===== src/rtl/uart_pkg.sv =====
// rtl/uart_pkg.sv - shared UART constants, arbiter state encoding and frame timing helper
package uart_pkg;

  localparam int FRAME_BITS = 10;

  typedef enum logic [1:0] {
    ST_FLUSH = 2'd0,
    ST_IDLE  = 2'd1,
    ST_LOAD  = 2'd2,
    ST_SEND  = 2'd3
  } arb_state_e;

  function automatic int frame_clocks(input int clocks_per_baud);
    return FRAME_BITS * clocks_per_baud;
  endfunction

endpackage


===== src/rtl/uart_tx.sv =====
// rtl/uart_tx.sv - 8N1 serializer without reset or busy flag; write_i starts a new frame
module uart_tx
  import uart_pkg::*;
#(
  parameter int CLOCKS_PER_BAUD = 104
) (
  input  logic       clk_i,
  input  logic       write_i,
  input  logic [7:0] data_i,
  output logic       tx_o
);

  localparam int BW = $clog2(CLOCKS_PER_BAUD + 1);
  localparam logic [BW-1:0] BAUD_LOAD = BW'(CLOCKS_PER_BAUD - 1);

  logic [BW-1:0] baud_q, baud_d;
  logic [3:0]    bits_q, bits_d;
  logic [9:0]    shift_q, shift_d;

  always_comb begin
    baud_d  = baud_q;
    bits_d  = bits_q;
    shift_d = shift_q;
    if (write_i) begin
      shift_d = {1'b1, data_i, 1'b0};
      bits_d  = 4'(FRAME_BITS);
      baud_d  = BAUD_LOAD;
    end else if (bits_q != 4'd0) begin
      if (baud_q == '0) begin
        shift_d = {1'b1, shift_q[9:1]};
        bits_d  = bits_q - 4'd1;
        baud_d  = BAUD_LOAD;
      end else begin
        baud_d  = baud_q - BW'(1);
      end
    end
  end

  always_ff @(posedge clk_i) begin
    baud_q  <= baud_d;
    bits_q  <= bits_d;
    shift_q <= shift_d;
  end

  assign tx_o = (bits_q != 4'd0) ? shift_q[0] : 1'b1;

endmodule


===== src/rtl/uart_tx_arbiter.sv =====
// rtl/uart_tx_arbiter.sv - round-robin sharing of one uart_tx among NUM_REQ byte requesters
// Optional packet locking: UART_ARB_LOCK_EN
module uart_tx_arbiter
  import uart_pkg::*;
#(
  parameter int NUM_REQ         = 4,
  parameter int CLOCKS_PER_BAUD = 104
) (
  input  logic                       clk_i,
  input  logic                       rst_ni,
  input  logic [NUM_REQ-1:0]         req_valid_i,
  input  logic [8*NUM_REQ-1:0]       req_data_i,
  input  logic [NUM_REQ-1:0]         req_last_i,
  output logic [NUM_REQ-1:0]         req_ready_o,
  output logic [$clog2(NUM_REQ)-1:0] grant_o,
  output logic                       busy_o,
  output logic                       tx_o
);

  localparam int IW           = $clog2(NUM_REQ);
  localparam int FRAME_CLOCKS = frame_clocks(CLOCKS_PER_BAUD);
  localparam int CW           = $clog2(FRAME_CLOCKS + 1);
  localparam logic [CW-1:0] CNT_LOAD = CW'(FRAME_CLOCKS - 1);

  arb_state_e    state_q, state_d;
  logic [CW-1:0] cnt_q, cnt_d;
  logic [7:0]    data_q, data_d;
  logic [IW-1:0] grant_q, grant_d;
  logic [IW-1:0] ptr_q, ptr_d;
  logic [NUM_REQ-1:0] cand_valid;
  logic [IW:0]   pick;
  logic          hit;
  logic [IW-1:0] hit_idx;
  logic          write;
  logic          tx_raw;

  // First valid at or after ptr, wrapping; MSB of the result flags a hit.
  function automatic logic [IW:0] rr_pick(input logic [NUM_REQ-1:0] valid,
                                          input logic [IW-1:0] ptr);
    logic [IW:0] res;
    res = '0;
    for (int k = NUM_REQ - 1; k >= 0; k--) begin
      int idx;
      idx = (int'(ptr) + k) % NUM_REQ;
      if (valid[idx]) res = {1'b1, IW'(idx)};
    end
    return res;
  endfunction

`ifdef UART_ARB_LOCK_EN
  logic lock_q, lock_d;
  assign cand_valid = lock_q ? (req_valid_i & (NUM_REQ'(1) << grant_q)) : req_valid_i;
`else
  logic unused_last;
  assign unused_last = ^req_last_i;
  assign cand_valid  = req_valid_i;
`endif

  assign pick    = rr_pick(cand_valid, ptr_q);
  assign hit     = pick[IW];
  assign hit_idx = pick[IW-1:0];

  always_ff @(posedge clk_i or negedge rst_ni) begin
    if (!rst_ni) state_q <= ST_FLUSH;
    else         state_q <= state_d;
  end

  always_comb begin
    state_d = state_q;
    cnt_d   = cnt_q;
    data_d  = data_q;
    grant_d = grant_q;
    ptr_d   = ptr_q;
`ifdef UART_ARB_LOCK_EN
    lock_d  = lock_q;
`endif
    case (state_q)
      ST_FLUSH, ST_SEND: begin
        if (cnt_q == '0) state_d = ST_IDLE;
        else             cnt_d   = cnt_q - CW'(1);
      end
      ST_IDLE: begin
        if (hit) begin
          state_d = ST_LOAD;
          data_d  = req_data_i[{hit_idx, 3'b000} +: 8];
          grant_d = hit_idx;
          ptr_d   = (hit_idx == IW'(NUM_REQ - 1)) ? '0 : hit_idx + IW'(1);
`ifdef UART_ARB_LOCK_EN
          lock_d  = ~req_last_i[hit_idx];
`endif
        end
      end
      ST_LOAD: begin
        state_d = ST_SEND;
        cnt_d   = CNT_LOAD;
      end
      default: state_d = ST_FLUSH;
    endcase
  end

  always_comb begin
    req_ready_o = '0;
    if (state_q == ST_IDLE && hit) req_ready_o = NUM_REQ'(1) << hit_idx;
    busy_o = (state_q != ST_IDLE);
    write  = (state_q == ST_LOAD);
  end

  // Counter resets pre-loaded so FLUSH lasts exactly one frame time.
  always_ff @(posedge clk_i or negedge rst_ni) begin
    if (!rst_ni) begin
      cnt_q   <= CNT_LOAD;
      data_q  <= '0;
      grant_q <= '0;
      ptr_q   <= '0;
`ifdef UART_ARB_LOCK_EN
      lock_q  <= 1'b0;
`endif
    end else begin
      cnt_q   <= cnt_d;
      data_q  <= data_d;
      grant_q <= grant_d;
      ptr_q   <= ptr_d;
`ifdef UART_ARB_LOCK_EN
      lock_q  <= lock_d;
`endif
    end
  end

  uart_tx #(
    .CLOCKS_PER_BAUD(CLOCKS_PER_BAUD)
  ) u_uart_tx (
    .clk_i  (clk_i),
    .write_i(write),
    .data_i (data_q),
    .tx_o   (tx_raw)
  );

  assign grant_o = grant_q;
  assign tx_o    = rst_ni ? tx_raw : 1'b1;

endmodule


===== config.mk =====
export PLATFORM = sky130hd
export DESIGN_NAME = uart_tx_arbiter
export DESIGN_NICKNAME = d
export VERILOG_FILES = /design/src/rtl/uart_pkg.sv /design/src/rtl/uart_tx.sv /design/src/rtl/uart_tx_arbiter.sv
export SDC_FILE = /design/constraint.sdc
export NUM_CORES = 1
export LEC_CHECK = 0
export ABC_AREA = 1
export CORE_ASPECT_RATIO = 1.1
export CORE_UTILIZATION = 30
export CTS_BUF_LIST = sky130_fd_sc_hd__clkbuf_2 sky130_fd_sc_hd__clkbuf_4 sky130_fd_sc_hd__clkbuf_8
export CTS_CLUSTER_SIZE = 20
export DETAILED_ROUTE_END_ITERATION = 12
export REMOVE_ABC_BUFFERS = 1
export SYNTH_ARGS = -nofsm -noshare
export SYNTH_HDL_FRONTEND = slang
export SYNTH_SLANG_ARGS = --single-unit

===== constraint.sdc =====
create_clock -name clk_i -period 3.7 [get_ports clk_i]
set_input_delay 0.555 -clock clk_i [delete_from_list [all_inputs] [get_ports clk_i]]
set_output_delay 0.555 -clock clk_i [all_outputs]
set_load 0.02 [all_outputs]

Word level (Yosys, flattened, before mapping)
Cells that the tools add are included.
- bits in registers: 45
- word-level logic and storage cells: 78
- input port bits: 42
- output and inout port bits: 8
- reduce and logical (&&, ||, !) cells: 17
- magnitude comparators: 4
- shift-type cells: 2
- equal/unequal tests: 8
- add/subtract/negate cells: 7
- muxes and demuxes: 28
- bitwise operators: 3
- operator list (cell ; number):
    $shiftx A32 B6 Y8 ; 1
    $mux W9 ; 3
    $pmux W11 S2 ; 1
    $lt A3 B4 Y1 const B ; 3
    $mux W3 ; 4
    $logic_not A11 Y1 ; 1
    $mux W11 ; 1
    $sub A11 B1 Y11 const B ; 1
    $reduce_and A2 Y1 ; 5
    $mux W1 ; 9
    $bmux W1 S2 ; 4
    $reduce_or A2 Y1 ; 4
    $logic_not A7 Y1 ; 1
    $mux W7 ; 1
    $sub A7 B1 Y7 const B ; 1
    $eq A2 B2 Y1 const B ; 3
    $mux W2 ; 3
    $ne A2 B2 Y1 const B ; 3
    $pmux W2 S3 ; 1
    $reduce_bool A2 Y1 ; 3
    $add A2 B1 Y2 const B ; 2
    $add A2 B2 Y2 const B ; 2
    $mux W4 ; 1
    $reduce_bool A4 Y1 ; 1
    other kinds (8) ; 10

Longest topological paths before layout
- depth after elaboration: 12
- gate-level depth with buffers: 16

Hierarchy
A second synthesis with hierarchy kept.
- cell total of the unflattened synthesis: 395
- area total of the unflattened synthesis: 2792.7 um^2
- modules (own cells, without submodules) (module ; area an instance (um^2) ; times used ; cells each):
    uart_tx_arbiter ; 1759.2 ; 1 ; 266
    uart_tx ; 1033.5 ; 1 ; 129

Worst setup path after synthesis
No wires, ideal clock.
- path type: input -> output
- from: in req_valid_i[1]
- to: out req_ready_o[3]
- arrival: 1.896 ns
- stages: 11
- path slack: 1.249 ns
- cell sequence: inv_1 -> nand2_2 -> and2_4 -> a21o_4 -> nand2_4 -> nand2_4 -> nand2_8 -> buf_12 -> ha_1 -> inv_1 -> nor2_1
- longest elaborated chain between the ends: 9
- elaborated cells between the ends (all ways): 18
- ends and longest elaborated chain (item ; RTL line ; text):
    start, declared ; uart_tx_arbiter.sv:11 ; input logic [NUM_REQ-1:0] req_valid_i,
    $bmux W1 S2 ; uart_tx_arbiter.sv:45 ; if (valid[idx]) res = {1'b1, IW'(idx)};
    $mux W1 (implied by the code) (2 in a row) ; uart_tx_arbiter.sv:45 ;
    $mux W3 (3 in a row) ; uart_tx_arbiter.sv:45 ;
    $mux W3 (*) ; uart_tx_arbiter.sv:45 ;
    $shl A1 B2 Y4 or $logic_and A1 B1 Y1 (tied branches) ; uart_tx_arbiter.sv:103 ; if (state_q == ST_IDLE && hit) req_ready_o = NUM_REQ'(1) << hit_idx;
    $mux W4 (*) ; uart_tx_arbiter.sv:103 ;
    end, declared ; uart_tx_arbiter.sv:14 ; output logic [NUM_REQ-1:0] req_ready_o,
Mark *: on every way between the ends. The rest lies on a longest branch, timed or not. The select of a mux whose other input is x is not followed.

Worst setup path after layout
- from: in req_valid_i[3]
- to: out req_ready_o[3]
Same word-level chain as after synthesis.

==> results summary <==
Counting both buffers and inverters, the worst setup path holds a total of 5. The count of clock tree sinks is 45. The average vias per placed instance is ~4.5. For the final database, setup skew stands at 0.0134 ns. The xor and xnor fraction of the mapped netlist area is 0.296%. Timing would allow up to 0.297 GHz. The number of DRC markers after the initial detailed-route iteration came out at 66. The transition time at the pin with the least slew margin is 0.686 ns.

The total number of placement rows is 37. The DRC violations left is 0. The global placer's final weighted congestion is 0.810. Port buffering added 45 buffers.

In this run the worst path has a maximum fanout of 17. Yosys attributes the largest share of cell area to dfrtp_1 (17%), nand2_1 (12%), inv_1 (9.4%). Buffers inserted during clock tree synthesis total 5. The multiplexer share of the synthesized area is 0%.

After layout, the worst path uses about nine tenths of the clock period. Setup repair after global routing left no endpoint under its margin. The count of max-cap constraint violations came out at 0. The worst setup path is captured at a primary output. The compound-cell area share of the yosys netlist is a little under 10%. The share of synthesized cell area in and, or, nand and nor gates came out at 36.2%. The origin of the worst setup path is req_valid_i[3]. The power per cell area came out at 844 mW/mm². The post-DP HPWL is 4.48 mm. The total congestion overflow is 0. The net total in the final layout is between 400 and 500.

The maximum ir drop on the vdd rail came out at 0.000665 V. The number of nets still failing antenna checks after routing is 0. The setup TNS after final layout is 0 ns.

The count of pins on the block boundary is 50. The overall via count from detail_route is 2476. Clock-pin slew was measured on the worst setup and hold paths at roughly 0.090 ns. The placeable core area is about 0.0094 mm².

In the synthesized netlist the dominant register cell turns out to be dfrtp_1. Summed over all cells, the static leakage comes to ~0.0018 µW. The post-synthesis sequential area ratio came out at between 30 and 40%.

The number of flops mapped to enable cells by yosys is 8. The kind of critical path is input pin to primary output. TritonCTS built the clock tree. The adder-cell share of the synthesized area is under 10%.

The mapped netlist covers 0.00296 mm². The headroom to the max-slew limit is 54.1%. The number of search-and-repair iterations in the first detailed-routing pass came out at 4. The final setup violation count came out at 0. The via count of the first global-routing pass was 2510. The number of antenna violations at the first check in global routing came out at 0. The die covers approximately 0.01 mm². The top cell type's share of synthesized area is ~17%. The pin count of the biggest net entering global routing is 26. Measured along the y axis, the die boundary spans 106 µm.

The count of yosys warnings during synthesis is 0. The horizontal extent of the die came out at 96.6 µm. Once the clock tree was built, the resizer swapped 0 gates to a different size. The later pin in the worst-skew pair is clocked with a latency of around 0.30 ns.

The synthesis-stage register bit count is 45. Data on the critical path arrives at its endpoint at 2.81 ns. The minimum clock period after layout came out at between 3 and 4 ns. The flow ran to the end, and the final reports show no timing, DRC or antenna violations. The number of antenna repair diodes came out at 0. On the critical path, the stage with the largest delay is an instance of clkdlybuf4s50_1. The worst setup path is launched from an input pin. The most common cell in the synthesized netlist is nand2_1.

The average wire per standard cell came out at 10.4 µm. Summed over all instances, the cell type with the most area after synthesis is dfrtp_1. The hold path startpoint is u_uart_tx.baud_q[5]. From synthesis to final layout, the design area changed by 21.3%. After synthesis, the largest family of logic cells by area is simple AND/OR/NAND/NOR gates. The maximum level of the CTS H-tree is 2. The total setup buffers inserted after CTS came out at 0. The critical path's largest stage delay came out at 0.61 ns.

In this run the worst hold path is classified as flop to flop. The max-slew violation count came out at 0. The starting density of the core came out at between 30% and 40%. The maximum number of buffers from clock root to sink came out at 2. The gate family responsible for the most delay along the worst path is buffers and inverters. Counting distinct cell types in the post-synthesis netlist gives 42. The post-cts hold buffer count came out at 0. The final wirelength came out at 5.78 mm.

The total track usage is approximately an eighth. The root cell of the clock tree is clkbuf_8. The required time of the worst setup path is between 3 and 4 ns. The final count of hold timing violations is 0. In this run the critical register-to-register path is launched from state_q[0]. The share of layout cells above drive strength 1 came out at 13.5%. The first global-routing pass estimated 10.8 mm of wire. A synthesized cell averages 7.60 µm². By count the netlist is led by nand2_1 (92), inv_1 (74), nand3_1 (42), nor2_1 (25), dfrtp_1 (20). The signal on the critical path passes through clkdlybuf4s50_1, inv_1, nand2_1, nand3_2, nand2_1, inv_2, nand2_4, nand3_4, nand2_8, ha_1, inv_1, nor2_1, clkdlybuf4s50_1. Power comes to 3030 µW. The cell count after synthesis came out at 389. Of all flip-flops after synthesis, the portion carrying an async set or reset was 55.6%.
[power by group]
| group | internal (µW) | switching (µW) | leakage, µW |
|---|---|---|---|
| Sequential | 729 | 137 | 0.000481 |
| Clock | 130 | 167 | 0.0000439 |
| Combinational | 685 | 1180 | 0.00128 |
[metrics by stage]
stage | setup WS, ns | utilization (%) | cell area [µm²] | hold WS (ns) | cells
after global routing | 0.0881 | 38.0 | 3580 | 0.496 | 555
after floorplan | 1.23 | - | 2870 | 0.259 | 381
after CTS | 0.320 | 38.0 | 3580 | 0.473 | 555
final | 0.337 | 38.0 | 3580 | 0.468 | 555
after global placement | 0.335 | 37.0 | 3500 | 0.448 | 547
after detailed placement | 0.335 | 37.0 | 3500 | 0.457 | 547
[logic make-up after synthesis]
family                   Yosys count
buffers and inverters             86
flip-flops                        45
AND/OR/NAND/NOR                  205
AO/OA/AOI/OAI                     44
adder cells (fa/ha/maj)            8
XOR/XNOR                           1
[worst paths after layout]
check                                       to  slack [ns]  depth (start not counted)
hold reg to reg            u_uart_tx.baud_q[5]        0.47                          2
max in group asynchronous             cnt_q[2]        2.73                          2
min in group asynchronous             cnt_q[5]        0.69                          2
setup / recovery                req_ready_o[3]        0.34                         13
hold / removal             u_uart_tx.baud_q[5]        0.47                          2
setup reg to reg                      cnt_q[9]        1.34                         11
[registers in the layout, indices dropped and copies added, names as in the netlist]
register,flops
cnt_q,11
u_uart_tx.shift_q,9
data_q,8
u_uart_tx.baud_q,7
u_uart_tx.bits_q,4
grant_o,2
ptr_q,2
state_q,2
[worst register-to-register path: stages (launching register included)]
cell and delay (ns):
dfrtp_1 0.42, inv_1 0.07, ha_1 0.45, inv_1 0.25
or2_0 0.25, nand2_1 0.25, nand2_1 0.13, nor2_1 0.19
nand3_1 0.10, nand2_1 0.07, nand2_1 0.04, nor2_1 0.08
[per-layer routing]
| layer | part of all wire (%) | wire (µm) | track usage (%) | up-vias |
|---|---|---|---|---|
| met2 | 48 | 2770 | 22.3 | 46 |
| met4 | 1.0 | 59 | 3.52 | 0 |
| met1 | 48 | 2760 | 15.1 | 1105 |
| li1 | - | - | - | 1320 |
| met3 | 3.3 | 189 | 2.24 | 5 |
| met5 | 0 | 0 | 0 | - |
[placed cells by master, fill, tap and decap left out, types with 9 or more instances in the layout]
master | Yosys | routed
clkdlybuf4s50_1 | 0 | 45
dfrtp_1 | 20 | 20
dfxtp_1 | 12 | 12
inv_1 | 74 | 74
nand2_1 | 92 | 92
nand2_2 | 9 | 9
nand2_4 | 12 | 12
nand3_1 | 42 | 42
nor2_1 | 25 | 25
o21ai_0 | 19 | 19
[area by class of cell]
type	instances	area, µm²
fill	1010	5860
sequential	45	1110
tap	117	146
multi-input combinational	258	1460
clock buffer	5	68.8
timing repair buffer	49	480
clock inverter	3	17.5
inverter	78	298
Power figures use the tool's default switching activity.
